File: config.mk
export PLATFORM = sky130hd
export DESIGN_NAME = fifo_controller_skew
export DESIGN_NICKNAME = d
export VERILOG_FILES = /design/src/rtl/fifo_ctrl_pkg.sv /design/src/rtl/fifo_controller_skew_chan.sv /design/src/rtl/fifo_controller_skew.sv
export SDC_FILE = /design/constraint.sdc
export NUM_CORES = 1
export LEC_CHECK = 0
export ABC_CLOCK_PERIOD_IN_PS = 3800
export CAP_MARGIN = 0
export CORE_MARGIN = 5
export CORE_UTILIZATION = 45
export CTS_CLUSTER_DIAMETER = 80
export CTS_CLUSTER_SIZE = 30
export DETAILED_ROUTE_END_ITERATION = 12
export PLACE_DENSITY = 0.67
export SETUP_SLACK_MARGIN = 0.02
export SLEW_MARGIN = 5
export SYNTH_ARGS = -nofsm -noshare
export SYNTH_HDL_FRONTEND = slang
export SYNTH_SLANG_ARGS = --single-unit
File: constraint.sdc
create_clock -name i_clk -period 3.8 [get_ports i_clk]
set_input_delay 0.95 -clock i_clk [delete_from_list [all_inputs] [get_ports i_clk]]
set_output_delay 0.95 -clock i_clk [all_outputs]
set_load 0.1 [all_outputs]
File: src/rtl/fifo_ctrl_pkg.sv
// Shared definitions for the skewed multi-column FIFO read controller.
//   state_t     : controller FSM encoding (IDLE / RUN / DONE)
//   MODE_*      : read pacing selection
//   sel_default : substitute a default when a run-time config field is zero
package fifo_ctrl_pkg;

   typedef enum logic [1:0] {
      ST_IDLE = 2'd0,
      ST_RUN  = 2'd1,
      ST_DONE = 2'd2
   } state_t;

   localparam logic MODE_PACED  = 1'b0;
   localparam logic MODE_STREAM = 1'b1;

   // A zero config field means "use the build-time default".
   function automatic logic [31:0] sel_default(input logic [31:0] val,
                                               input logic [31:0] dflt);
      return (val == 32'd0) ? dflt : val;
   endfunction

endpackage

File: src/rtl/fifo_controller_skew_chan.sv
// Per-column read channel: read counter, eligibility, pacing and the
// shift-register enable latch. The parent owns the FSM and skew counter.
// Ports:
//   i_clk, i_rst          clock, async active-high reset
//   i_run                 parent FSM is in RUN
//   i_idle                parent FSM is in IDLE (counter held at zero)
//   i_go                  parent stays in RUN next cycle (reads allowed out)
//   i_keep                parent is not returning to IDLE (sr enable held)
//   i_skew_ok             skew counter has reached this column's index
//   i_burst               latched reads-per-burst
//   i_mode                latched pacing mode
//   i_fifo_empty          source FIFO empty for this column
//   i_fifo_array_full     shift register full for this column
//   o_rd_en               registered FIFO read strobe
//   o_sr_en               registered shift-register enable
//   o_cnt_done_q          registered count has reached the burst length
//   o_cnt_done_d          count including this cycle's read reaches it
module fifo_ctrl_chan
   import fifo_ctrl_pkg::*;
#(
   parameter int CNT_W = 9
) (
   input  logic             i_clk,
   input  logic             i_rst,
   input  logic             i_run,
   input  logic             i_idle,
   input  logic             i_go,
   input  logic             i_keep,
   input  logic             i_skew_ok,
   input  logic [CNT_W-1:0] i_burst,
   input  logic             i_mode,
   input  logic             i_fifo_empty,
   input  logic             i_fifo_array_full,
   output logic             o_rd_en,
   output logic             o_sr_en,
   output logic             o_cnt_done_q,
   output logic             o_cnt_done_d
);

   logic [CNT_W-1:0] rd_cnt_q, rd_cnt_d;
   logic             rd_en_q, rd_en_d;
   logic             sr_en_q, sr_en_d;
   logic             eligible;

   always_comb begin
      // Paced mode leaves a gap after every strobe of this channel.
      eligible = i_run && i_skew_ok && (rd_cnt_q < i_burst)
                 && !i_fifo_empty && !i_fifo_array_full
                 && ((i_mode == MODE_STREAM) || !rd_en_q);
      rd_cnt_d = i_idle ? '0 : rd_cnt_q + {{(CNT_W-1){1'b0}}, eligible};
      rd_en_d  = eligible && i_go;
      sr_en_d  = i_keep && (sr_en_q || rd_en_d);
   end

   always_ff @(posedge i_clk or posedge i_rst) begin
      if (i_rst) begin
         rd_cnt_q <= '0;
         rd_en_q  <= 1'b0;
         sr_en_q  <= 1'b0;
      end else begin
         rd_cnt_q <= rd_cnt_d;
         rd_en_q  <= rd_en_d;
         sr_en_q  <= sr_en_d;
      end
   end

   assign o_rd_en      = rd_en_q;
   assign o_sr_en      = sr_en_q;
   assign o_cnt_done_q = (rd_cnt_q == i_burst);
   assign o_cnt_done_d = (rd_cnt_d == i_burst);

endmodule

File: src/rtl/fifo_controller_skew.sv
// Drives NCH systolic-array column feeds from per-column source FIFOs.
// Column k starts reading k cycles after column 0, giving the array skew.
// Ports:
//   i_clk, i_rst          clock, async active-high reset
//   i_occupants           words held in the source buffer
//   i_thresh              arm threshold (0 -> NCH*ROW)
//   i_burst_len           reads per channel per burst (0 -> ROW)
//   i_mode                0 paced (1 read / 2 cycles), 1 streaming
//   i_fifo_empty          per-channel FIFO empty
//   i_fifo_array_full     per-column shift register full
//   o_fifo_read_enable    per-channel read strobes
//   o_sr_enable           per-column shift enables
//   o_busy                high in RUN and DONE
//   o_done                one-cycle burst-complete pulse
//   o_underrun            one-cycle abort pulse
//
// state | meaning
// IDLE  | waiting for occupancy >= threshold; config sampled on exit
// RUN   | channels issue staggered reads until every count hits the burst
// DONE  | one cycle, o_done high, then back to IDLE
module fifo_controller_skew
   import fifo_ctrl_pkg::*;
#(
   parameter int NCH    = 4,
   parameter int ROW    = 9,
   parameter int W_ADDR = 8
) (
   input  logic              i_clk,
   input  logic              i_rst,
   input  logic [W_ADDR:0]   i_occupants,
   input  logic [W_ADDR:0]   i_thresh,
   input  logic [W_ADDR:0]   i_burst_len,
   input  logic              i_mode,
   input  logic [NCH-1:0]    i_fifo_empty,
   input  logic [NCH-1:0]    i_fifo_array_full,
   output logic [NCH-1:0]    o_fifo_read_enable,
   output logic [NCH-1:0]    o_sr_enable,
   output logic              o_busy,
   output logic              o_done,
   output logic              o_underrun
);

   localparam int CNT_W  = W_ADDR + 1;
   localparam int SKEW_W = $clog2(NCH + 1);

   state_t            state_q, state_d;
   logic [SKEW_W-1:0] skew_q, skew_d;
   logic              mode_q, mode_d;
   logic [CNT_W-1:0]  burst_q, burst_d;
   logic              busy_q, busy_d;
   logic              done_q, done_d;
   logic              underrun_q, underrun_d;

   logic [CNT_W-1:0]  eff_thresh, eff_burst;
   logic [NCH-1:0]    skew_ok, cnt_done_q, cnt_done_d;
   logic              go, keep, idle, run;

   assign eff_thresh = CNT_W'(sel_default(32'(i_thresh), 32'(NCH * ROW)));
   assign eff_burst  = CNT_W'(sel_default(32'(i_burst_len), 32'(ROW)));

   always_comb begin
      skew_ok = '0;
      for (int k = 0; k < NCH; k++) begin
         skew_ok[k] = (int'(skew_q) >= k);
      end
   end

   always_comb begin
      state_d    = state_q;
      skew_d     = skew_q;
      mode_d     = mode_q;
      burst_d    = burst_q;
      done_d     = 1'b0;
      underrun_d = 1'b0;
      case (state_q)
         ST_IDLE: begin
            if (i_occupants >= eff_thresh) begin
               state_d = ST_RUN;
               mode_d  = i_mode;
               burst_d = eff_burst;
               skew_d  = '0;
            end
         end
         ST_RUN: begin
            if (skew_q != SKEW_W'(NCH)) skew_d = skew_q + 1'b1;
            // Completion wins; underrun only if this cycle's reads still
            // leave the burst short.
            if (&cnt_done_q) begin
               state_d = ST_DONE;
               done_d  = 1'b1;
            end else if ((i_occupants == '0) && !(&cnt_done_d)) begin
               state_d    = ST_IDLE;
               underrun_d = 1'b1;
            end
         end
         ST_DONE: state_d = ST_IDLE;
         default: state_d = ST_IDLE;
      endcase
      busy_d = (state_d != ST_IDLE);
   end

   assign run  = (state_q == ST_RUN);
   assign idle = (state_q == ST_IDLE);
   assign go   = (state_d == ST_RUN);
   assign keep = (state_d != ST_IDLE);

   always_ff @(posedge i_clk or posedge i_rst) begin
      if (i_rst) begin
         state_q    <= ST_IDLE;
         skew_q     <= '0;
         mode_q     <= MODE_PACED;
         burst_q    <= '0;
         busy_q     <= 1'b0;
         done_q     <= 1'b0;
         underrun_q <= 1'b0;
      end else begin
         state_q    <= state_d;
         skew_q     <= skew_d;
         mode_q     <= mode_d;
         burst_q    <= burst_d;
         busy_q     <= busy_d;
         done_q     <= done_d;
         underrun_q <= underrun_d;
      end
   end

   for (genvar k = 0; k < NCH; k++) begin : g_chan
      fifo_ctrl_chan #(.CNT_W(CNT_W)) u_chan (
         .i_clk             (i_clk),
         .i_rst             (i_rst),
         .i_run             (run),
         .i_idle            (idle),
         .i_go              (go),
         .i_keep            (keep),
         .i_skew_ok         (skew_ok[k]),
         .i_burst           (burst_q),
         .i_mode            (mode_q),
         .i_fifo_empty      (i_fifo_empty[k]),
         .i_fifo_array_full (i_fifo_array_full[k]),
         .o_rd_en           (o_fifo_read_enable[k]),
         .o_sr_en           (o_sr_enable[k]),
         .o_cnt_done_q      (cnt_done_q[k]),
         .o_cnt_done_d      (cnt_done_d[k])
      );
   end

   assign o_busy     = busy_q;
   assign o_done     = done_q;
   assign o_underrun = underrun_q;

endmodule
# == Word-level counts from Yosys, hierarchy flattened ==
# Index checks and enable logic that the tools add are counted.
# classes
addsub,5
order_cmp,8
eq_ne,13
n_mux,18
reduce_logical,59
# op_table
op,count
9-bit equality test,8
9-bit two-way mux,6
9-bit by 1-bit adder with 9-bit output,4
9-bit less-than comparator,4
1-bit logical AND,28
9-bit logical NOT,3
1-bit logical NOT,13
9-bit >= comparator,1
1-bit logical OR,8
4-bit AND reduction,2
"3-bit by 2-bit >= comparator with 1-bit output, second input constant",2
2-bit two-way mux,3
3-bit two-way mux,2
3-bit case mux with 2 select lines,1
1-bit two-way mux,5
"2-bit by 1-bit equality test with 1-bit output, second input constant",2
"2-bit != test, second input constant",2
2-bit case mux with 2 select lines,1
2-bit nonzero test,2
"3-bit by 1-bit adder with 3-bit output, second input constant",1
"3-bit by 1-bit >= comparator with 1-bit output, second input constant",1
"3-bit != test, second input constant",1
3-bit AND reduction,1
2-bit logical NOT,1
2-bit AND reduction,1
# totals
ff_bits,62
input_bits,38
out_inout_bits,11
word_cells,122

# == Depth between registers and ports, before layout ==
# logic_depth
ltp_word,19
ltp_mapped,20
mapped_depth_nobuf,20

# == Hierarchy ==
# A second synthesis with hierarchy kept.
# hier_totals
cells_unflattened,507
area_unflattened_um2,4679.5
# modules_own_cells
mod,n_inst,cells_each,area_each_um2,seq_area_each_um2
fifo_ctrl_chan (g_chan[1].u_chan ...),3,97,870.8,275.3
fifo_controller_skew,1,106,1141.1,450.4
fifo_ctrl_chan (g_chan[0].u_chan),1,110,925.9,275.3

# == Worst setup path after synthesis ==
# Ideal clock, no wire load.
# synth_timing
path_kind,register to register
from,reg burst_q[1]
to,reg g_chan[1].u_chan.sr_en_q
setup_time_ps,83
arrival_time_ps,3735
t_required_ps,3717
slack_ps,-17
stages_incl_launch_ff,21
n_path_buf,0
period_less_slack_ps,3817
path_cell_list,dfrtp_1 > inv_1 > ha_1 > nor2b_1 > o21a_1 > o21a_1 > o21a_1 > o21a_1 > o21ai_0 > nand4_1 > inv_1 > ha_1 > ha_1 > nand2_1 > or4_1 > a21oi_2 > and4_1 > mux2i_1 > nor3_2 > a21oi_2 > o22ai_1
# synth_between
elab_chain_len,18
word_cells_on_any_way,48
cone_classes,add/sub: 4; order compare: 4; eq/ne: 9; mux: 7; reduce/logical: 24
# synth_lines
item,line,source
from (decl),fifo_controller_skew.sv:49,"logic [CNT_W-1:0] burst_q, burst_d;"
from (signal assigned),fifo_controller_skew.sv:120,burst_q <= burst_d;
9-bit less-than comparator *,fifo_controller_skew_chan.sv:47,eligible = i_run && i_skew_ok && (rd_cnt_q < i_burst)
1-bit logical AND *,fifo_controller_skew_chan.sv:47,
1-bit logical AND * (2 in series),fifo_controller_skew_chan.sv:48,&& !i_fifo_empty && !i_fifo_array_full
1-bit logical AND *,fifo_controller_skew_chan.sv:49,&& ((i_mode == MODE_STREAM) || !rd_en_q);
9-bit by 1-bit adder with 9-bit output *,fifo_controller_skew_chan.sv:50,"rd_cnt_d = i_idle ? '0 : rd_cnt_q + {{(CNT_W-1){1'b0}}, eligible};"
9-bit two-way mux *,fifo_controller_skew_chan.sv:50,
named net g_chan[0].u_chan.rd_cnt_d[8],fifo_controller_skew_chan.sv:40,"logic [CNT_W-1:0] rd_cnt_q, rd_cnt_d;"
9-bit equality test *,fifo_controller_skew_chan.sv:70,assign o_cnt_done_d = (rd_cnt_d == i_burst);
[... 3 more ...],n/a,
2-bit two-way mux *,fifo_controller_skew.sv:91,end else if ((i_occupants == '0) && !(&cnt_done_d)) begin
2-bit two-way mux *,fifo_controller_skew.sv:88,if (&cnt_done_q) begin
2-bit case mux with 2 select lines *,fifo_controller_skew.sv:75,case (state_q)
2-bit by 1-bit equality test with 1-bit output,fifo_controller_skew.sv:104,assign go = (state_d == ST_RUN);
1-bit logical AND,fifo_controller_skew_chan.sv:51,rd_en_d = eligible && i_go;
1-bit logical OR,fifo_controller_skew_chan.sv:52,sr_en_d = i_keep && (sr_en_q || rd_en_d);
1-bit logical AND *,fifo_controller_skew_chan.sv:52,
named net g_chan[1].u_chan.sr_en_d,fifo_controller_skew_chan.sv:42,"logic sr_en_q, sr_en_d;"
to (signal assigned),fifo_controller_skew_chan.sv:63,sr_en_q <= sr_en_d;
to (decl),fifo_controller_skew_chan.sv:42,
# Mark *: on every way through the listed nets, which the timed path passes. The rest lies on a longest branch.
# A chain may end at the register's enable or synchronous reset.

# == Worst setup path after layout ==
# layout_timing
from,reg burst_q[1]
to,reg g_chan[0].u_chan.sr_en_q
# layout_between
elab_chain_len,18
word_cells_on_any_way,48
cone_classes,add/sub: 4; order compare: 4; eq/ne: 9; mux: 7; reduce/logical: 24
# layout_lines
item,line
9-bit less-than comparator,fifo_controller_skew_chan.sv:47
1-bit logical AND,fifo_controller_skew_chan.sv:47
1-bit logical AND (2 in series),fifo_controller_skew_chan.sv:48
1-bit logical AND,fifo_controller_skew_chan.sv:49
9-bit by 1-bit adder with 9-bit output,fifo_controller_skew_chan.sv:50
9-bit two-way mux,fifo_controller_skew_chan.sv:50
9-bit equality test,fifo_controller_skew_chan.sv:70
4-bit AND reduction,fifo_controller_skew.sv:91
[... 2 more ...],n/a
2-bit two-way mux,fifo_controller_skew.sv:91
2-bit two-way mux,fifo_controller_skew.sv:88
2-bit case mux with 2 select lines,fifo_controller_skew.sv:75
2-bit by 1-bit equality test with 1-bit output,fifo_controller_skew.sv:104
1-bit logical AND,fifo_controller_skew_chan.sv:51
1-bit logical OR,fifo_controller_skew_chan.sv:52
1-bit logical AND *,fifo_controller_skew_chan.sv:52
named net g_chan[0].u_chan.sr_en_d,fifo_controller_skew_chan.sv:42
to (signal assigned),fifo_controller_skew_chan.sv:63
to (decl),fifo_controller_skew_chan.sv:42
# Marks and branches as above.

==> flow_summary.yaml <==
floorplan:
  die_area_sq_um: 12000
  initial_utilization_pct: 45.9
  dieWidth_um: 110
  die_h_um: 110
  core_area_sq_um: 9730
  io-pin-count: 49
  rows: 36
yosys:
  yosys.cell_count.top_type: "dfrtp_1"
  ys_seq_area_share_pct: 34.8
  syn_area_per_cell_sq_um: 9.46
  yosysWarnings: 0
  yosys-top-cells-area: "dfrtp_1, ha_1, inv_1"
  ys.flop_type: "dfrtp_1"
  synth_async_sr_flop_share_pct: 100
  synth_cell_types: 57
  synthTopCellsByCount: "dfrtp_1, ha_1, inv_1"
  yosysTopAreaCell: "dfrtp_1"
  synth_seq_cells: 62
  synthCells: 472
  syn_nets: 568
  synth_edf_count: 0
  syn_area_sq_um: 4460
  synth_top_area_share_pct: 34.8
global_routing:
  grt_max_degree: 63
  antenna_found_initial: 0
  grt_use_total_pct: 24.6
  grt-ovfl-total: 0
  grt_pass1_vias: 4460
  grt_pass1_wl_um: 22200
power_and_ir_drop:
  p_switching_mw: 1.90
  netSwitchingFraction_pct: 42.4
  power_frac_clock_pct: 14.1
  p_leak_nw: 3.01
  combPwrFrac_pct: 63.5
  ir_worst_vdd_v: 0.000420
  internal_power_mw: 2.58
  finalPower_mw: 4.47
  p_per_area_nw_per_um2: 698
  power_frac_seq_pct: 22.4
routing:
  via_per_inst: 5.53
  drt.antenna.violating_nets: 0
  drtPass1Iterations: 4
  drt-total-wl_um: 14000
  wl_per_cell_um: 18.1
  drt_iter0_drc: 215
  routed-via-count: 4261
  drc: 0
sta:
  holdWs_ns: 0.508
  hold_viol_final: 0
  period_share_pct: 110
  finalMaxSlewViolations: 0
  fin_ws_ns: -0.396
  fin_crit_ns: 4.20
  tightest_slew_ns: 0.996
  tns_ns: -3.16
  setup_violations: 11
  slew_headroom_pct: 33.4
  skew_ns: 0.00915
  rsz0062_at_grt: "yes"
  max_freq_mhz: 238
clocking:
  tritoncts: "done"
  clk_path_buf_depth: 2
  hold_buffers: 0
  cts-root-buf: "clkbuf_8"
  clk_latency_ns: 0.34
  clk_pin_slew_ns: 0.08
  htree_levels: 3
  cts_sinks: 62
  numCtsBuffers: 9
placement:
  gp_congestion: 0.894
  pre_cts_slack_ns: -0.766
  portBuffers: 48
  dp_hpwl_um: 10700
min_path:
  hp-class: "register to register"
worst_setup_path:
  cpMostUsedCell: "buf_4"
  worst-path-buf-inv: 18
  path_class: "register to register"
  critPathTopFamily: "buffers and inverters"
  worstPathRequired_ns: 4.06
  max_stage_delay_ns: 0.40
  critPathMaxFanout: 3
  startpoint_type: "register"
  cpMaxStageDelayCell: "dfrtp_1"
  cp-end-kind: "register"
  cp.arrival_ns: 4.46
final_layout:
  area_growth_pct: 43.5
  drive_above_1_share_pct: 32.0
  fill_cells: 798
  antenna_cells: 0
  finalNetCount: 728
  finalCoreUtilization_pct: 65.8
flow_run:
  drv_cap: 0
outcome:
  status: "finished, violations left"
  violations: "setup timing"
[power by group through the flow]
stage / clock [mW] / combinational, mW / sequential [mW]
final: 0.630 / 2.84 / 1.00
after global routing: 0.674 / 3.06 / 1.02
after CTS: 0.645 / 2.72 / 1.00
after detailed placement: 0 / 2.47 / 1.01
after global placement: 0 / 2.41 / 1.00
after floorplan: 0 / 1.34 / 1.02
[metal layers]
layer  GRT usage (%)  part of all wire [%]  vias up
met1            28.9                    42     2062
li1                -                     -     2047
met4            11.6                   3.7        0
met5               0                     0        -
met2            43.6                    49      117
met3            3.93                   4.5       35
[area by class of cell]
class,count,area [sq um],area share (%)
Multi-Input combinational cell,349,2920,45.6
Sequential cell,62,1550,24.2
Timing Repair Buffer,167,1390,21.6
Tap cell,133,166,2.60
Clock buffer,12,165,2.58
Inverter,43,161,2.52
Clock inverter,4,53.8,0.840
[flip-flops by register name, summed over array words and instances (netlist names)]
signal,flops
burst_q,9
g_chan.u_chan.o_rd_en,4
g_chan.u_chan.o_sr_en,4
g_chan.u_chan.rd_cnt_q,36
mode_q,1
o_busy,1
o_done,1
o_underrun,1
skew_q,3
state_q,2
[kinds of logic (layout without fill, tap and decap cells)]
family | Yosys count | count (layout) | synth area share (%)
simple gates | 154 | 154 | 19.1
mux | 18 | 18 | 4.34
fa+ha+maj | 58 | 58 | 16.3
buf+inv | 62 | 226 | 6.70
flops | 62 | 62 | 34.8
compound gates | 108 | 109 | 16.9
xor+xnor | 10 | 10 | 1.96
[layout by cell type (no fill, tap or decap), types with 8 or more instances in the layout]
master	count
a21oi_1	10
and2_1	10
buf_4	116
clkbuf_8	12
clkdlybuf4s50_1	48
dfrtp_1	62
ha_1	48
ha_4	8
inv_1	38
mux2_2	8
mux2i_1	8
nand2_1	19
nand3_1	23
nand4_1	14
nor2_1	21
nor3_1	8
nor4_1	12
o21a_1	9
o21ai_0	25
or3_1	8
[final timing paths]
path                            start  cells after the start  slack [ns]                           end
setup / recovery           burst_q[1]                     27       -0.40      g_chan[0].u_chan.o_sr_en
hold / removal             burst_q[2]                      1        0.51                    burst_q[2]
setup reg to reg           burst_q[1]                     27       -0.40      g_chan[0].u_chan.o_sr_en
hold reg to reg            burst_q[2]                      1        0.51                    burst_q[2]
max in group asynchronous       i_rst                      3        2.08  g_chan[0].u_chan.rd_cnt_q[1]
min in group asynchronous       i_rst                      3        1.17                    burst_q[7]
[metrics by stage]
stage | cell area, sq um | cells
6_report | 6400 | 770
3_5_place_dp | 5720 | 733
3_3_place_gp | 5720 | 733
5_1_grt | 6400 | 770
4_1_cts | 6290 | 768
2_1_floorplan | 4460 | 472
[repair_timing]
item,in CTS,in global routing
gates resized for setup,46,21
cloned,1,0
pin swaps,23,14
buffers inserted,19,2
endpoints found under the setup margin,11,11
(Power assumes the default switching activity.)
